[src/rtl/alu_calc_pkg.sv]
// Shared types and constants for the sequential ALU calculator.
//   state_t : entry FSM states (S_A, S_B, S_OP, S_RES)
//   op_t    : 3-bit opcode encoding
//   FLAG_*  : bit positions inside the 5-bit {N,Z,C,V,P} flag vector
package alu_calc_pkg;

  typedef enum logic [1:0] {
    S_A   = 2'd0,
    S_B   = 2'd1,
    S_OP  = 2'd2,
    S_RES = 2'd3
  } state_t;

  typedef enum logic [2:0] {
    OP_ADD  = 3'd0,
    OP_SUB  = 3'd1,
    OP_AND  = 3'd2,
    OP_OR   = 3'd3,
    OP_XOR  = 3'd4,
    OP_SHL1 = 3'd5,
    OP_SHR1 = 3'd6,
    OP_NOT  = 3'd7
  } op_t;

  localparam int unsigned FLAG_N = 4;
  localparam int unsigned FLAG_Z = 3;
  localparam int unsigned FLAG_C = 2;
  localparam int unsigned FLAG_V = 1;
  localparam int unsigned FLAG_P = 0;

endpackage

[src/rtl/alu_core_n.sv]
// Combinational N-bit ALU core.
//   a, b  : operands (N bits)
//   op    : opcode (op_t)
//   r     : result (N bits)
//   flags : {N,Z,C,V,P}; P = even number of ones in r
module alu_core_n
  import alu_calc_pkg::*;
#(
  parameter int N = 7
) (
  input  logic [N-1:0] a,
  input  logic [N-1:0] b,
  input  op_t          op,
  output logic [N-1:0] r,
  output logic [4:0]   flags
);

  logic [N:0] sum;
  logic       c;
  logic       v;

  always_comb begin
    sum   = '0;
    r     = '0;
    c     = 1'b0;
    v     = 1'b0;
    flags = '0;
    unique case (op)
      OP_ADD: begin
        sum = {1'b0, a} + {1'b0, b};
        r   = sum[N-1:0];
        c   = sum[N];
        v   = (a[N-1] == b[N-1]) && (r[N-1] != a[N-1]);
      end
      OP_SUB: begin
        // Two's complement subtract; carry out set means no borrow (a >= b).
        sum = {1'b0, a} + {1'b0, ~b} + {{N{1'b0}}, 1'b1};
        r   = sum[N-1:0];
        c   = sum[N];
        v   = (a[N-1] != b[N-1]) && (r[N-1] != a[N-1]);
      end
      OP_AND:  r = a & b;
      OP_OR:   r = a | b;
      OP_XOR:  r = a ^ b;
      OP_SHL1: begin
        r = {a[N-2:0], 1'b0};
        c = a[N-1];
      end
      OP_SHR1: begin
        r = {1'b0, a[N-1:1]};
        c = a[0];
      end
      OP_NOT:  r = ~a;
      default: r = '0;
    endcase
    flags[FLAG_N] = r[N-1];
    flags[FLAG_Z] = (r == '0);
    flags[FLAG_C] = c;
    flags[FLAG_V] = v;
    flags[FLAG_P] = ~^r;
  end

endmodule

[src/rtl/alu_seq_calc.sv]
// Sequential ALU calculator: A, B and opcode are entered in turn on a shared
// switch bus, each committed by a rising edge of the debounced `enter` level.
//   clock, reset  : clock, asynchronous active-high reset
//   data_in       : operand switches (N bits)
//   op_sel        : opcode switches (OP_W bits)
//   enter         : debounced button level
//   result, flags : registered ALU result and {N,Z,C,V,P}
//   result_valid  : high while in S_RES
//   state_out     : current FSM state
//   display_value : {2'b00, state, zero pad, N-bit shown value}
// Optional macro ALU_ACCUM_EN: S_RES chains into S_B with A <= result.
module alu_seq_calc
  import alu_calc_pkg::*;
#(
  parameter int N    = 7,
  parameter int OP_W = 3
) (
  input  logic            clock,
  input  logic            reset,
  input  logic [N-1:0]    data_in,
  input  logic [OP_W-1:0] op_sel,
  input  logic            enter,
  output logic [N-1:0]    result,
  output logic [4:0]      flags,
  output logic            result_valid,
  output logic [1:0]      state_out,
  output logic [31:0]     display_value
);

  // Keeps any opcode bits above N out of the [27:N] padding.
  localparam logic [27:0] LOW_MASK = 28'((29'd1 << N) - 29'd1);

  state_t      state;
  logic [N-1:0] a_reg;
  logic [N-1:0] b_reg;
  logic [N-1:0] alu_r;
  logic [4:0]   alu_flags;
  logic         enter_q;
  logic         enter_rise;
  logic [27:0]  shown;

  assign enter_rise = enter & ~enter_q;

  alu_core_n #(.N(N)) u_core (
    .a    (a_reg),
    .b    (b_reg),
    .op   (op_t'(op_sel)),
    .r    (alu_r),
    .flags(alu_flags)
  );

  // enter_q resets high so a button held through reset is not a press.
  always_ff @(posedge clock or posedge reset) begin
    if (reset) begin
      state        <= S_A;
      a_reg        <= '0;
      b_reg        <= '0;
      result       <= '0;
      flags        <= '0;
      result_valid <= 1'b0;
      enter_q      <= 1'b1;
    end else begin
      enter_q <= enter;
      if (enter_rise) begin
        unique case (state)
          S_A: begin
            a_reg <= data_in;
            state <= S_B;
          end
          S_B: begin
            b_reg <= data_in;
            state <= S_OP;
          end
          S_OP: begin
            result       <= alu_r;
            flags        <= alu_flags;
            result_valid <= 1'b1;
            state        <= S_RES;
          end
          S_RES: begin
            result_valid <= 1'b0;
`ifdef ALU_ACCUM_EN
            a_reg <= result;
            state <= S_B;
`else
            state <= S_A;
`endif
          end
          default: state <= S_A;
        endcase
      end
    end
  end

  always_comb begin
    shown = '0;
    unique case (state)
      S_A, S_B: shown = 28'(data_in);
      S_OP:     shown = 28'(op_sel) & LOW_MASK;
      S_RES:    shown = 28'(result);
      default:  shown = '0;
    endcase
    display_value = {2'b00, state, shown};
  end

  assign state_out = state;

endmodule

[config.mk]
export PLATFORM = sky130hd
export DESIGN_NAME = alu_seq_calc
export DESIGN_NICKNAME = d
export VERILOG_FILES = /design/src/rtl/alu_calc_pkg.sv /design/src/rtl/alu_core_n.sv /design/src/rtl/alu_seq_calc.sv
export SDC_FILE = /design/constraint.sdc
export NUM_CORES = 1
export LEC_CHECK = 0
export ABC_AREA = 1
export CAP_MARGIN = 20
export CORE_MARGIN = 2
export CORE_UTILIZATION = 45
export DETAILED_ROUTE_END_ITERATION = 8
export GPL_TIMING_DRIVEN = 0
export PLACE_DENSITY = 0.74
export REMOVE_ABC_BUFFERS = 1
export SYNTH_ARGS = -nofsm -noshare
export SYNTH_HDL_FRONTEND = slang
export SYNTH_HIERARCHICAL = 1
export SYNTH_SLANG_ARGS = --single-unit
export TNS_END_PERCENT = 30
[constraint.sdc]
create_clock -name clock -period 2.6 [get_ports clock]
set_input_delay 0.26 -clock clock [delete_from_list [all_inputs] [get_ports clock]]
set_output_delay 0.26 -clock clock [all_outputs]
set_load 0.005 [all_outputs]
After elaboration in Yosys (flattened, before gate mapping). Index checks and enable logic that the tools add are counted.

Register bits: 30. Bits of input ports: 13. Output and inout port bits: 47. Logic and storage cells: 49.

$add $sub $neg: 3. Eq/ne operators: 14. Muxes and demuxes: 6. Bitwise logic cells: 7. Reduce and logical (&&, ||, !) cells: 12.

Operator list (number): 28-bit one-hot mux with 3 select lines (1); 7-bit one-hot mux with 8 select lines (1); 7-bit by 7-bit adder with 8-bit output (2); 7-bit NOT (2); 3-bit equality test, second input constant (4); 8-bit by 1-bit adder with 8-bit output, second input constant (1); 2-bit one-hot mux with 4 select lines (1); 2-bit AND reduction (4); 7-bit AND (1); 7-bit logical NOT (1); 7-bit bitwise OR (1); 7-bit XNOR reduction (1); 7-bit bitwise XOR (1); 3-bit by 2-bit equality test with 1-bit output, second input constant (2); 2-bit equality test, second input constant (2); 1-bit one-hot mux with 2 select lines (2); 1-bit one-hot mux with 4 select lines (1); 3-bit by 1-bit equality test with 1-bit output, second input constant (1); 3-bit logical NOT (1); 1-bit inequality test (3); 2-bit by 1-bit equality test with 1-bit output, second input constant (1); 1-bit logical AND (2); 2-bit logical NOT (1); 2-bit nonzero test (1); other kinds (4) (4).

Logic depth before layout (Yosys ltp).
Depth after elaboration: 6. Depth in mapped cells: 19. Mapped depth without buffers: 18.

Cells and area by module. The synthesis kept the hierarchy.

By module, submodules not included: alu_seq_calc (instances 1, cells each 202, area each 1635.3 sq um, sequential area each 752.0 sq um); alu_core_n (instances 1, cells each 240, area each 1462.7 sq um, sequential area each 0.0 sq um).

Worst setup path before layout. OpenSTA, ideal clock, no wires.

Kind: register to register. Start point: register a_reg[0]. End point: register flags[0]. Setup time: 0.116 ns. Arrival time: 2.309 ns. Required time: 2.484 ns. Setup slack: 0.174 ns. Stages on the path, launching flop included: 19. Buffers on the path: 0. Period minus slack after synthesis: 2.426 ns. Cell sequence: dfrtp_1 > inv_1 > ha_1 > fa_1 > inv_1 > nand2_1 > nand2_1 > nor2_1 > nor2_1 > o211ai_1 > inv_1 > ha_1 > xor2_1 > xnor2_1 > inv_1 > nand2_1 > nand2_1 > nand3_1 > nand2_1.

Cells in the longest elaborated chain, start to end: 4. Elaborated cells between the ends (all ways): 9. Classes of those cells: add/sub (3); mux (1); bitwise (4); reduce/logical (1).

Ends and longest elaborated chain: from (decl) (RTL line alu_seq_calc.sv:34) `logic [N-1:0] a_reg;`; from (signal assigned) (RTL line alu_seq_calc.sv:67) `a_reg <= data_in;`; 7-bit by 7-bit adder with 8-bit output (RTL line alu_core_n.sv:37) `sum = {1'b0, a} + {1'b0, ~b} + {{N{1'b0}}, 1'b1};`; 8-bit by 1-bit adder with 8-bit output (RTL line alu_core_n.sv:37); 7-bit one-hot mux with 8 select lines * (RTL line alu_core_n.sv:28) `unique case (op)`; named net alu_r[2] (RTL line alu_seq_calc.sv:36) `logic [N-1:0] alu_r;`; 7-bit XNOR reduction * (RTL line alu_core_n.sv:60) `flags[FLAG_P] = ~^r;`; named net alu_flags[0] (RTL line alu_seq_calc.sv:37) `logic [4:0] alu_flags;`; to (signal assigned) (RTL line alu_seq_calc.sv:76) `flags <= alu_flags;`; to (decl) (RTL line alu_seq_calc.sv:24) `output logic [4:0] flags,`.

The timed path passes the listed nets; every way through them passes the cells marked *. A chain may end at the register's enable or synchronous reset.

Worst setup path in the final report.
Start point: register b_reg[1]. End point: register flags[0].

Cells in the longest elaborated chain, start to end: 5. Elaborated cells between the ends (all ways): 9. Classes of those cells: add/sub (3); mux (1); bitwise (4); reduce/logical (1).

Ends and longest elaborated chain: from (decl) (RTL line alu_seq_calc.sv:35) `logic [N-1:0] b_reg;`; from (signal assigned) (RTL line alu_seq_calc.sv:71) `b_reg <= data_in;`; 7-bit NOT (RTL line alu_core_n.sv:37); 7-bit by 7-bit adder with 8-bit output (RTL line alu_core_n.sv:37); 8-bit by 1-bit adder with 8-bit output (RTL line alu_core_n.sv:37); 7-bit one-hot mux with 8 select lines * (RTL line alu_core_n.sv:28); named net alu_r[3] (RTL line alu_seq_calc.sv:36); 7-bit XNOR reduction * (RTL line alu_core_n.sv:60); named net alu_flags[0] (RTL line alu_seq_calc.sv:37).

Marked as above.

==> results.json <==
{
  "p_seq_share_pct": 20.6,
  "grt_pass1_wl_mm": 12.80,
  "hpwl_mm": 6.136,
  "syn_area_um2": 3098,
  "routed_wl_mm": 8.100,
  "leakage_nw": 1.909,
  "finalNonFillerCells": 558,
  "grt_max_degree": 34,
  "syn_inst": 442,
  "wl_per_cell_um": 14.52,
  "timing.slew.headroom_pct": 51.94,
  "dp_slack_ns": -0.4515,
  "clock_skew_ns": 0.009195,
  "r2r.worst_path.cells": 15,
  "clk_latency_ns": 0.29,
  "fmax_mhz": 390.7,
  "power.internal_mw": 2.380,
  "power_per_cell_area_nw_per_um2": 1253,
  "cp_max_fo": 5,
  "root_buffer": "clkbuf_8",
  "irDropWorstVdd_mv": 0.5671,
  "clkSinkCount": 30,
  "die_w_um": 86.97,
  "power_frac_clock_pct": 10.4,
  "outcome": "finished, final reports clean",
  "viasPerCell": 5.165,
  "numCtsBuffers": 5,
  "synth-async-reset-ratio_pct": 100.0,
  "synth_mux_area_share_pct": 0,
  "nNetsFinal": 522,
  "register_area_um2": 762.0,
  "overflow": 0,
  "avgSynthCellArea_um2": 7.009,
  "fin_ws_ns": 0.04055,
  "synth_fa_ha_area_share_pct": 13.41,
  "synth_xor_area_share_pct": 1.414,
  "grtUsageTotal_pct": 21.73,
  "first_iter_violations": 226,
  "n_antenna_cell": 0,
  "dp.cells": 537,
  "post-route-cell-area_um2": 3650,
  "clk_pin_slew_ns": 0.07,
  "drive_gt1_share_pct": 17.78,
  "drc": 0,
  "area_delta_synth_final_pct": 17.81,
  "final_util_pct": 54.32,
  "synth-edff-count": 0,
  "core_um2": 6719,
  "start_kind": "flip-flop",
  "fin_crit_sh_pct": 98.44,
  "ant_nets": 0,
  "switching_share_pct": 47.94,
  "n_fill_cell": 657,
  "ys_ff_latch": 30,
  "worstHoldPathType": "input pin to async pin",
  "io_buffers": 36,
  "synth_top_family_by_area": "simple AND/OR/NAND/NOR gates",
  "antenna_found_initial": 0,
  "dieArea_um2": 7564,
  "maxSlewViolCount": 0,
  "crit_required_ns": 2.84,
  "clockBufferDepth": 2,
  "row_count": 30,
  "yosysUniqueCellTypes": 37,
  "pwr-share-comb_pct": 69.0,
  "drv_cap": 0,
  "dpl-instance-area_um2": 3297,
  "vias": 2882,
  "hold_ws_ns": 0.3655,
  "die_h_um": 86.97,
  "cts_tree": "yes",
  "finalHoldViolations": 0,
  "grt_setup_unrepaired": "true",
  "synth_ff_type": "dfrtp_1",
  "p_switching_mw": 2.191,
  "path_class": "flip-flop to flip-flop",
  "worst_pin_slew_ns": 0.7192,
  "finalWeightedCongestion": 0.9491,
  "yosysWarnings": 6,
  "arrival_ns": 2.80,
  "first_pass_iters": 6,
  "synth-simple-area-share_pct": 35.34,
  "synth_compound_area_share_pct": 6.785,
  "worstSetupEndpointType": "flip-flop",
  "setup_viol": 0,
  "start_util_pct": 46.11,
  "grt_pass1_vias": 2611,
  "multi_input_area_um2": 1991,
  "io_pins": 60,
  "postCtsHoldBufs": 0,
  "htreeDepth": 2,
  "period_needed_ns": 2.559,
  "yosysSeqAreaShare_pct": 24.27
}
## path summary, 6_finish.rpt
| check | from | endpoint | slack, ns |
|---|---|---|---|
| worst max-delay path | b_reg[1] | flags[0] | 0.04 |
| worst min-delay path | reset | state_out[0] | 0.37 |
| worst max register to register | b_reg[1] | flags[0] | 0.04 |
| worst min register to register | flags[3] | flags[3] | 0.47 |
| max in group asynchronous | reset | b_reg[0] | 1.67 |
| min in group clock | enter | enter_q | 0.42 |
## timing repair
action	CTS	global route
endpoints found under the hold margin	0	0
gates resized for setup	23	20
buffers inserted	11	3
pin swaps	11	12
endpoints found under the setup margin	1	5
## critical path: stages, from the launching register on
cell	delay [ns]
dfrtp_2	0.43
inv_1	0.08
ha_1	0.34
nand3_1	0.10
nand3_1	0.14
xor2_1	0.18
nand2_1	0.06
nand4_1	0.20
inv_2	0.13
ha_4	0.21
xor2_2	0.15
xnor2_2	0.15
nand3_1	0.09
nand2_1	0.08
nand3_2	0.07
nand2_1	0.08
## power by group through the flow
stage / Clock, mW / Combinational (mW) / Sequential [mW]
after detailed placement: 0 / 2.60 / 0.939
final: 0.474 / 3.16 / 0.942
after floorplan: 0 / 1.79 / 0.871
after CTS: 0.481 / 2.82 / 0.936
after global routing: 0.500 / 3.53 / 0.977
after global placement: 0 / 2.55 / 0.930
## through the flow
stage                      TNS, ns  power (mW)
after floorplan                  0       2.662
after global placement     -0.4731       3.475
after detailed placement   -0.4515       3.536
after CTS                 -0.01958       4.236
after global routing       -0.1660       5.006
final                            0       4.572
## area by class of cell
class / instances / area share (%)
clock buffers: 5 / 1.885
clock inverters: 3 / 1.097
inverters: 57 / 5.999
multi-input cells: 333 / 54.54
flip-flops and latches: 30 / 20.88
well taps: 80 / 2.743
repair buffers: 50 / 12.86
## routing by layer
| metal | track usage, % | part of all wire, % |
|---|---|---|
| met1 | 30.41 | 47 |
| met2 | 34.49 | 46 |
| met3 | 3.697 | 5.7 |
| met4 | 6.108 | 1.6 |
| met5 | 0 | 0 |
## synthesized netlist by cell type (2+ instances only)
cell type / instances / share of area [%]
nor2_2: 2 / 0.40
buf_4: 29 / 7.0
dfrtp_1: 29 / 23
nand3_2: 4 / 1.3
nor2_4: 3 / 1.1
inv_1: 48 / 5.8
nand2_1: 136 / 16
inv_4: 2 / 0.40
ha_1: 30 / 12
o21ai_0: 9 / 1.5
nand2_2: 5 / 1.0
a21oi_1: 12 / 1.9
o21ai_1: 3 / 0.48
nand4_1: 10 / 2.0
xnor2_1: 2 / 0.57
o22ai_1: 8 / 1.6
nor3_2: 2 / 0.65
nand2_4: 3 / 1.1
xor2_1: 3 / 0.85
fa_1: 2 / 1.3
nor2_1: 20 / 2.4
nand3_1: 49 / 7.9
buf_6: 11 / 4.0
clkbuf_1: 2 / 0.24
inv_2: 6 / 0.73
## cell usage in the layout (no fill, tap or decap), types with 5 or more instances in the layout
master / count
nand4_1: 10
ha_1: 21
o22ai_1: 8
conb_1: 23
nand3_2: 6
nand2_2: 5
nand2_1: 136
a21oi_1: 12
inv_2: 14
buf_4: 13
clkbuf_8: 5
o21ai_1: 5
dfrtp_2: 8
clkdlybuf4s50_1: 33
o21ai_0: 7
nand3_1: 47
dfrtp_1: 21
nor2_1: 19
inv_1: 40
ha_4: 8
## cell families (layout without fill, tap and decap cells)
family | Yosys count | after routing
flip-flops | 30 | 30
buffers and inverters | 101 | 115
adder cells (fa/ha/maj) | 32 | 32
AND/OR/NAND/NOR | 237 | 237
other | 1 | 23
XOR/XNOR | 5 | 5
AO/OA/AOI/OAI | 36 | 36
Note: power is estimated with default switching activity, not from simulation.
